===== config.mk =====
export PLATFORM = sky130hd
export DESIGN_NAME = conv_layer_sequencer
export DESIGN_NICKNAME = d
export VERILOG_FILES = /design/src/rtl/conv_layer_sequencer.sv
export SDC_FILE = /design/constraint.sdc
export NUM_CORES = 1
export LEC_CHECK = 0
export BUFFER_PORTS_ARGS = -buffer_cell sky130_fd_sc_hd__buf_2
export CORE_AREA = 2 2 121 123
export DETAILED_ROUTE_END_ITERATION = 8
export DIE_AREA = 0 0 123 125
export GPL_ROUTABILITY_DRIVEN = 1
export PLACE_DENSITY = 0.73
export SYNTH_ARGS = -nofsm -noshare
export SYNTH_HDL_FRONTEND = slang
export SYNTH_SLANG_ARGS = --single-unit

===== constraint.sdc =====
create_clock -name clk_i -period 4.8 [get_ports clk_i]
set_input_delay 0.48 -clock clk_i [delete_from_list [all_inputs] [get_ports clk_i]]
set_output_delay 0.48 -clock clk_i [all_outputs]
set_load 0.05 [all_outputs]

===== src/rtl/conv_layer_sequencer.sv =====
// Sequencer for one convolutional layer: fills the shared sample window, starts all channels,
// collects per-channel results and hands the layer output downstream. Optional watchdog: CONV_LAYER_SEQUENCER_TIMEOUT_EN.
//
// state  | meaning
// eFILL  | accepting samples until the window target is reached
// eSTART | one-cycle start pulse to every channel
// eWAIT  | input stream held, collecting channel results
// eOUT   | layer output valid, waiting for downstream yumi
module conv_layer_sequencer #(
    parameter int NUM_CHANNELS   = 4,
    parameter int WORD_SIZE      = 16,
    parameter int OUT_HEIGHT     = 2,
    parameter int FILL_COUNT     = 6,
    parameter int STRIDE         = 2,
    parameter int TIMEOUT_CYCLES = 64
) (
    input  logic                                      clk_i,
    input  logic                                      reset_n_i,
    input  logic                                      flush_i,
    input  logic                                      valid_i,
    input  logic [WORD_SIZE-1:0]                      data_i,
    output logic                                      ready_o,
    output logic                                      shift_en_o,
    output logic [WORD_SIZE-1:0]                      shift_data_o,
    output logic [NUM_CHANNELS-1:0]                   conv_start_o,
    input  logic [NUM_CHANNELS-1:0]                   conv_valid_i,
    output logic [NUM_CHANNELS-1:0]                   conv_yumi_o,
    input  logic [NUM_CHANNELS*OUT_HEIGHT*WORD_SIZE-1:0] conv_data_i,
    output logic                                      valid_o,
    input  logic                                      yumi_i,
    output logic [NUM_CHANNELS*OUT_HEIGHT*WORD_SIZE-1:0] data_o,
    output logic                                      busy_o,
    output logic                                      error_o
);

    localparam int CNT_W = $clog2(FILL_COUNT + 1);
    localparam int CH_W  = OUT_HEIGHT * WORD_SIZE;

    typedef enum logic [1:0] {eFILL, eSTART, eWAIT, eOUT} state_t;

    state_t                  state_q, state_d;
    logic [CNT_W-1:0]        cnt_q, cnt_d;
    logic [CNT_W-1:0]        target;
    logic                    first_q, first_d;
    logic [NUM_CHANNELS-1:0] done_q, done_d;
    logic [NUM_CHANNELS-1:0] take;
    logic [NUM_CHANNELS*CH_W-1:0] data_q;
    logic                    accept;
    logic                    timeout;
    logic                    abort;

    // ready is gated by reset so the reset value of state does not leak onto the handshake
    assign ready_o      = reset_n_i && (state_q == eFILL);
    assign accept       = valid_i && ready_o;
    assign shift_en_o   = accept;
    assign shift_data_o = data_i;
    assign conv_start_o = {NUM_CHANNELS{(state_q == eSTART) && !flush_i}};
    assign take         = (state_q == eWAIT) ? (conv_valid_i & ~done_q) : '0;
    assign conv_yumi_o  = take;
    assign valid_o      = (state_q == eOUT);
    assign busy_o       = (state_q == eSTART) || (state_q == eWAIT);
    assign data_o       = data_q;
    assign abort        = flush_i || timeout;
    assign target       = first_q ? CNT_W'(FILL_COUNT) : CNT_W'(STRIDE);

`ifdef CONV_LAYER_SEQUENCER_TIMEOUT_EN
    localparam int TO_W = $clog2(TIMEOUT_CYCLES + 1);

    logic [TO_W-1:0] wait_q;
    logic            error_q;

    // down-counter reaches zero on the TIMEOUT_CYCLES-th cycle spent in eWAIT
    always_ff @(posedge clk_i or negedge reset_n_i) begin
        if (!reset_n_i) begin
            wait_q  <= '0;
            error_q <= 1'b0;
        end else begin
            if (state_q == eSTART)
                wait_q <= TO_W'(TIMEOUT_CYCLES - 1);
            else if ((state_q == eWAIT) && (wait_q != '0))
                wait_q <= wait_q - 1'b1;
            if (timeout)
                error_q <= 1'b1;
            else if (flush_i)
                error_q <= 1'b0;
        end
    end

    assign timeout = (state_q == eWAIT) && (wait_q == '0) && !(&(done_q | take));
    assign error_o = error_q;
`else
    localparam int unused_timeout = TIMEOUT_CYCLES;

    assign timeout = 1'b0;
    assign error_o = 1'b0;
`endif

    always_ff @(posedge clk_i or negedge reset_n_i) begin
        if (!reset_n_i) begin
            state_q <= eFILL;
            cnt_q   <= '0;
            first_q <= 1'b1;
            done_q  <= '0;
        end else begin
            state_q <= state_d;
            cnt_q   <= cnt_d;
            first_q <= first_d;
            done_q  <= done_d;
        end
    end

    always_comb begin
        state_d = state_q;
        cnt_d   = cnt_q;
        first_d = first_q;
        done_d  = done_q;
        case (state_q)
            eFILL: begin
                if (accept) begin
                    if (cnt_q + 1'b1 == target) begin
                        cnt_d   = '0;
                        first_d = 1'b0;
                        state_d = eSTART;
                    end else begin
                        cnt_d = cnt_q + 1'b1;
                    end
                end
            end
            eSTART: state_d = eWAIT;
            eWAIT: begin
                done_d = done_q | take;
                if (&done_d) begin
                    done_d  = '0;
                    state_d = eOUT;
                end
            end
            eOUT: begin
                if (yumi_i)
                    state_d = eFILL;
            end
            default: state_d = eFILL;
        endcase
        if (abort) begin
            state_d = eFILL;
            first_d = 1'b1;
            cnt_d   = '0;
            done_d  = '0;
        end
    end

    // a result consumed during an aborted frame is discarded; data_o keeps the last frame
    always_ff @(posedge clk_i or negedge reset_n_i) begin
        if (!reset_n_i) begin
            data_q <= '0;
        end else begin
            for (int c = 0; c < NUM_CHANNELS; c++) begin
                if (take[c] && !abort)
                    data_q[c*CH_W +: CH_W] <= conv_data_i[c*CH_W +: CH_W];
            end
        end
    end

endmodule


==> results_dict.tcl, run 1 <==
set metrics [dict create \
    outcome "finished clean" \
    gp_congestion 0.777 \
    path_common_cell "inv_1" \
    start_util 0.391 \
    drc 0 \
    hpwl_um 9820 \
    fin_crit_ns 2.36 \
    fin_tns_setup_ns 0 \
    critPathMaxStageDelay_ns 0.41 \
    cp-start-kind "register" \
    ir_worst_vdd_mv 0.203 \
    combPwrFrac 0.099 \
    finalCritPeriodShare 0.491 \
    drive_gt1_frac 0.666 \
    worstSkewPairLatency_ns 0.40 \
    nets 785 \
    area_growth_pct 36.1 \
    worst_pin_slew_ns 0.962 \
    post_cts_buffers 0 \
    clock.fmax_ghz 0.424 \
    synth-seq-cells 138 \
    clockRootBuffer "clkbuf_16" \
    cts_buffer_depth 2 \
    drt_iter0_drc 131 \
    power.share.clock 0.456 \
    cp_max_fo 5 \
    htreeDepth 4 \
    slowest_stage "dfrtp_1" \
    hold_class "in -> async" \
    setup_violations 0 \
    vias 3814 \
    io_pins 310 \
    vias_per_cell 4.64 \
    p_switching_w 0.000673 \
    die_h_um 125 \
    numCtsBuffers 17 \
    final_common_cell "buf_2" \
    netlist_area_um2 5560 \
    maxCapViolCount 0 \
    cts_resized 0 \
    io_buffers 276 \
    finClkSkew_ns 0.00885 \
    placementRows 44 \
    power.share.switching 0.248 \
    dr.pass1.iters 4 \
    syn_area_per_cell_um2 15.2 \
    wl_um 13100 \
    dieArea_um2 15400 \
    cts_hold_buf 0 \
    final_antenna_net_count 0 \
    synth_cell_types 29 \
    critPathCaptureType "output port" \
    rsz0062_at_grt "false" \
    antenna_cells 0 \
    final_cell_area_um2 7560 \
    required_ns 4.32 \
    reg2reg_depth 5 \
    max_slew_margin 0.358 \
    yosysWarnings 0 \
    path_clk_slew_ns 0.06 \
    grt_overflow 0 \
    crit_type "reg -> out" \
    layout_common_cells "275 x buf_2, 137 x dfrtp_1, 107 x mux2_2" \
    grt_pass1_wl_um 19800 \
    seqPwrFrac 0.446 \
    seq_area_frac_synth 0.622 \
    grt_max_degree 79 \
    power.internal_w 0.00204 \
    powerDensity_nw_per_um2 359 \
    slew_viol_final 0 \
    wl_per_cell_um 15.9 \
    cts_num_sinks 138 \
    power.leakage_nw 4.40 \
    crit_arrival_ns 1.88 \
    grt_pass1_vias 4077 \
    cts_tree "done" \
    antenna_found_initial 0 \
    track_usage 0.168 \
    place_area_um2 6990 \
    die-width_um 123 \
    synthCells 365 \
    postSynthNetCount 524 \
    core_um2 14200 \
    hold_viol 0 \
    timing.hold.ws_ns 0.0500 \
    path_cells "inv_1, ha_1, nand3_1, inv_1, buf_2" \
]
[state kept, by name, summed over array words and instances, names as in the netlist]
register	count
cnt_q	3
done_q	4
data_o	128
first_q	1
state_q	2
[layer usage]
layer | wire (µm) | global-route usage | share of wire
met4 | 427 | 0.0862 | 0.033
met2 | 6840 | 0.298 | 0.52
met3 | 953 | 0.0493 | 0.073
met5 | 0 | 0 | 0
met1 | 4860 | 0.179 | 0.37
[cells by family (layout without fill, tap and decap cells)]
| kind of cell | Yosys count | count (layout) | synth area share |
|---|---|---|---|
| AO/OA/AOI/OAI | 11 | 11 | 0.0164 |
| XOR/XNOR | 2 | 2 | 0.00315 |
| adder cells (fa/ha/maj) | 6 | 6 | 0.0135 |
| buffers and inverters | 41 | 314 | 0.0439 |
| flip-flops | 138 | 138 | 0.622 |
| multiplexers | 131 | 131 | 0.267 |
| other | 1 | 1 | 0.000675 |
| AND/OR/NAND/NOR | 35 | 35 | 0.0338 |
[stage by stage]
stage	instances	util	total power, W	setup slack (ns)
2_1_floorplan	365	-	0.00142	2.51
3_3_place_gp	791	0.492	0.00150	2.53
3_5_place_dp	791	0.492	0.00150	2.44
4_1_cts	822	0.532	0.00275	2.41
5_1_grt	822	0.532	0.00282	2.30
6_report	822	0.532	0.00272	2.44
[worst paths after layout]
kind / slack (ns) / startpoint / to
setup / recovery: 2.44 / state_q[0]$_DFFE_PN0P_ / shift_en_o
hold / removal: 0.05 / reset_n_i / data_o[31]$_DFFE_PN0P_
setup reg to reg: 2.49 / state_q[0]$_DFFE_PN0P_ / data_o[43]$_DFFE_PN0P_
hold reg to reg: 0.48 / data_o[19]$_DFFE_PN0P_ / data_o[19]$_DFFE_PN0P_
max in group asynchronous: 3.33 / reset_n_i / data_o[26]$_DFFE_PN0P_
min in group clk_i: 0.29 / conv_data_i[45] / data_o[45]$_DFFE_PN0P_
[power groups by stage]
stage	clock network, W	logic, W	registers [W]
after floorplan	0	0.0000763	0.00134
after global routing	0.00132	0.000286	0.00121
final	0.00124	0.000269	0.00121
after detailed placement	0	0.000272	0.00123
after global placement	0	0.000266	0.00123
after CTS	0.00127	0.000272	0.00121
[area by class of cell]
cell class / count / area (µm²)
inverters: 4 / 15.0
clock buffers: 21 / 480
repair buffers: 279 / 1410
fillers: 1222 / 6640
multi-input cells: 186 / 1880
well taps: 184 / 230
clock inverters: 10 / 93.8
flip-flops and latches: 138 / 3450
[cell usage after synthesis (all sizes together)]
cell     count  share of area
a2111oi      1         0.0050
a21boi       1         0.0014
a21o         1         0.0014
a21oi        5         0.0045
a22oi        1         0.0014
and2         1         0.0011
and3b        4         0.0063
buf         32          0.038
clkbuf       5         0.0034
conb         1        0.00068
dfrtp      137           0.62
dfstp        1         0.0047
ha           6          0.014
inv          4         0.0027
mux2       130           0.26
mux2i        1         0.0018
nand2        6         0.0041
nand2b       4         0.0045
nand3        2         0.0018
nor2        10         0.0068
nor2b        7         0.0079
nor3b        1         0.0014
o21ai        1        0.00090
o41a         1         0.0020
xnor2        1         0.0016
xor2         1         0.0016
[worst max-delay path, delay by kind of cell, from the launching register on]
kind	cells	cell delay, ns
buffers and inverters	3	0.60
DFF	1	0.41
adders and majority gates	1	0.27
and+or+nand+nor	1	0.20
(Power assumes the default switching activity.)
==> run 2: changes to the inputs <==
- CORE_AREA: 2 2 121 123 -> 2 2 119 121
- DIE_AREA: 0 0 123 125 -> 0 0 121 123
- PLACE_DENSITY: 0.73 -> 0.75
- clock period: 4.8 -> 2.4 ns (I/O delays scaled with it)
==> results_dict.tcl, run 2 (synthesis results as in run 1) <==
set metrics [dict create \
    track_usage 0.165 \
    path_cells "ha_1, xor2_1, mux2_4, a2111oi_4, mux2_4" \
    placementRows 43 \
    clock.fmax_ghz 0.468 \
    grt_overflow 0 \
    vias_per_cell 4.67 \
    layout_common_cells "275 x buf_2, 137 x dfrtp_1, 107 x mux2_2" \
    die-width_um 121 \
    fin_util 0.562 \
    critPathMaxStageDelay_ns 0.42 \
    dr.pass1.iters 4 \
    cts_tree "done" \
    cp_max_fo 3 \
    crit_type "reg -> reg" \
    htreeDepth 4 \
    slowest_stage "a2111oi_4" \
    dieArea_um2 14900 \
    hold_class "in -> async" \
    cts_resized 0 \
    numCtsBuffers 17 \
    critPathCaptureType "register" \
    drc 0 \
    fin_tns_setup_ns 0 \
    r2r_slack_ns 0.26 \
    largest_register_ffs 128 \
    finalCritPeriodShare 0.890 \
    worstSkewPairLatency_ns 0.41 \
    vias 3841 \
    drt_iter0_drc 126 \
    antenna_found_initial 0 \
    finClkSkew_ns 0.00690 \
    nets 788 \
    power.leakage_nw 4.44 \
    fin_crit_ns 2.14 \
    grt_pass1_wl_um 19000 \
    multiInputGateArea_um2 1880 \
    drive_gt1_frac 0.665 \
    wl_per_cell_um 15.4 \
    start_util 0.408 \
    r2r-end "state_q[0]$_DFFE_PN0P_" \
    path_common_cell "mux2_4" \
    reg2reg_depth 5 \
    area_growth_pct 37.6 \
    outcome "finished with violations" \
    final_common_cell "buf_2" \
    wl_um 12700 \
    io_buffers 276 \
    die_h_um 123 \
    ff_latch_area_um2 3450 \
    reg2reg_from "cnt_q[0]$_DFFE_PN0P_" \
    clockRootBuffer "clkbuf_16" \
    grt_pass1_vias 3916 \
    setup_violations 0 \
    hpwl_um 9740 \
    cp-start-kind "register" \
    fillCellCount 1126 \
    violations "hold timing" \
    final_antenna_net_count 0 \
    cts_buffer_depth 2 \
    cts_num_sinks 138 \
    path_clk_slew_ns 0.06 \
    io_pins 310 \
    core_um2 13600 \
    maxCapViolCount 0 \
    rsz0062_at_grt "false" \
    cts_hold_buf 0 \
    crit_arrival_ns 2.43 \
    final_cell_area_um2 7640 \
    powerDensity_nw_per_um2 721 \
    gp_congestion 0.743 \
    slew_viol_final 0 \
    required_ns 2.69 \
    timing.hold.ws_ns -0.0169 \
    antenna_cells 0 \
    post_cts_buffers 0 \
    max_slew_margin 0.349 \
    hold_viol 6 \
    place_area_um2 7050 \
    grt_max_degree 81 \
    worst_pin_slew_ns 0.976 \
    ir_worst_vdd_mv 0.380 \
]
[run 2: cell types whose count changed in the layout (fill, tap and decap cells not counted), sizes merged]
| cell | change |
|---|---|
| clkinvlp | -1 |
| inv | +1 |
| bufinv | +1 |
| clkbuf | +1 |
| buf | +3 |
| clkinv | -1 |
[run 2: how the worst max path moves through the flow]
stage,startpoint,to,slack (ns)
after floorplan,state_q[0]$_DFFE_PN0P_,data_o[13]$_DFFE_PN0P_,0.17
after global placement,cnt_q[0]$_DFFE_PN0P_,state_q[0]$_DFFE_PN0P_,0.35
after detailed placement,cnt_q[0]$_DFFE_PN0P_,state_q[0]$_DFFE_PN0P_,0.29
after CTS,cnt_q[0]$_DFFE_PN0P_,state_q[0]$_DFFE_PN0P_,0.27
after global routing,cnt_q[0]$_DFFE_PN0P_,state_q[0]$_DFFE_PN0P_,0.14
final,cnt_q[0]$_DFFE_PN0P_,state_q[0]$_DFFE_PN0P_,0.26
[run 2: layer usage]
| layer | GRT usage | routed length, µm | share of wire | vias to the layer above |
|---|---|---|---|---|
| met1 | 0.172 | 4590 | 0.36 | 1880 |
| met4 | 0.0574 | 155 | 0.012 | 0 |
| met5 | 0 | 0 | 0 | - |
| met3 | 0.0664 | 1140 | 0.090 | 15 |
| met2 | 0.302 | 6800 | 0.54 | 166 |
| li1 | - | - | - | 1780 |
[run 2: cell type report]
class	count	share of cell area
inverter	4	0.00196
timing repair buffer	282	0.194
clock inverter	10	0.0152
clock buffer	22	0.0620
tap	180	0.0295
multi-input combinational	186	0.245
sequential	138	0.452
[run 2: critical path, delay by kind of cell, from the launching register on]
family | cells | cell delay [ns]
AO/OA/AOI/OAI | 1 | 0.42
XOR/XNOR | 1 | 0.25
adder cells (fa/ha/maj) | 1 | 0.25
flip-flops | 1 | 0.41
multiplexers | 2 | 0.69
[run 2: power by group]
group	total [W]	internal [W]	switching [W]
Sequential	0.00242	0.00239	0.0000304
Clock	0.00256	0.00161	0.000945
Combinational	0.000536	0.000172	0.000364
Total	0.00552	0.00418	0.00134
[run 2: per-stage QoR]
| step | worst slack (ns) | hold slack (ns) | cells | total power [W] |
|---|---|---|---|---|
| final | 0.263 | -0.0169 | 822 | 0.00552 |
| after detailed placement | 0.288 | 0.445 | 790 | 0.00300 |
| after global routing | 0.136 | 0.0348 | 822 | 0.00575 |
| after global placement | 0.346 | 0.437 | 790 | 0.00299 |
| after CTS | 0.271 | 0.00806 | 822 | 0.00558 |
| after floorplan | 0.169 | -0.0556 | 365 | 0.00283 |
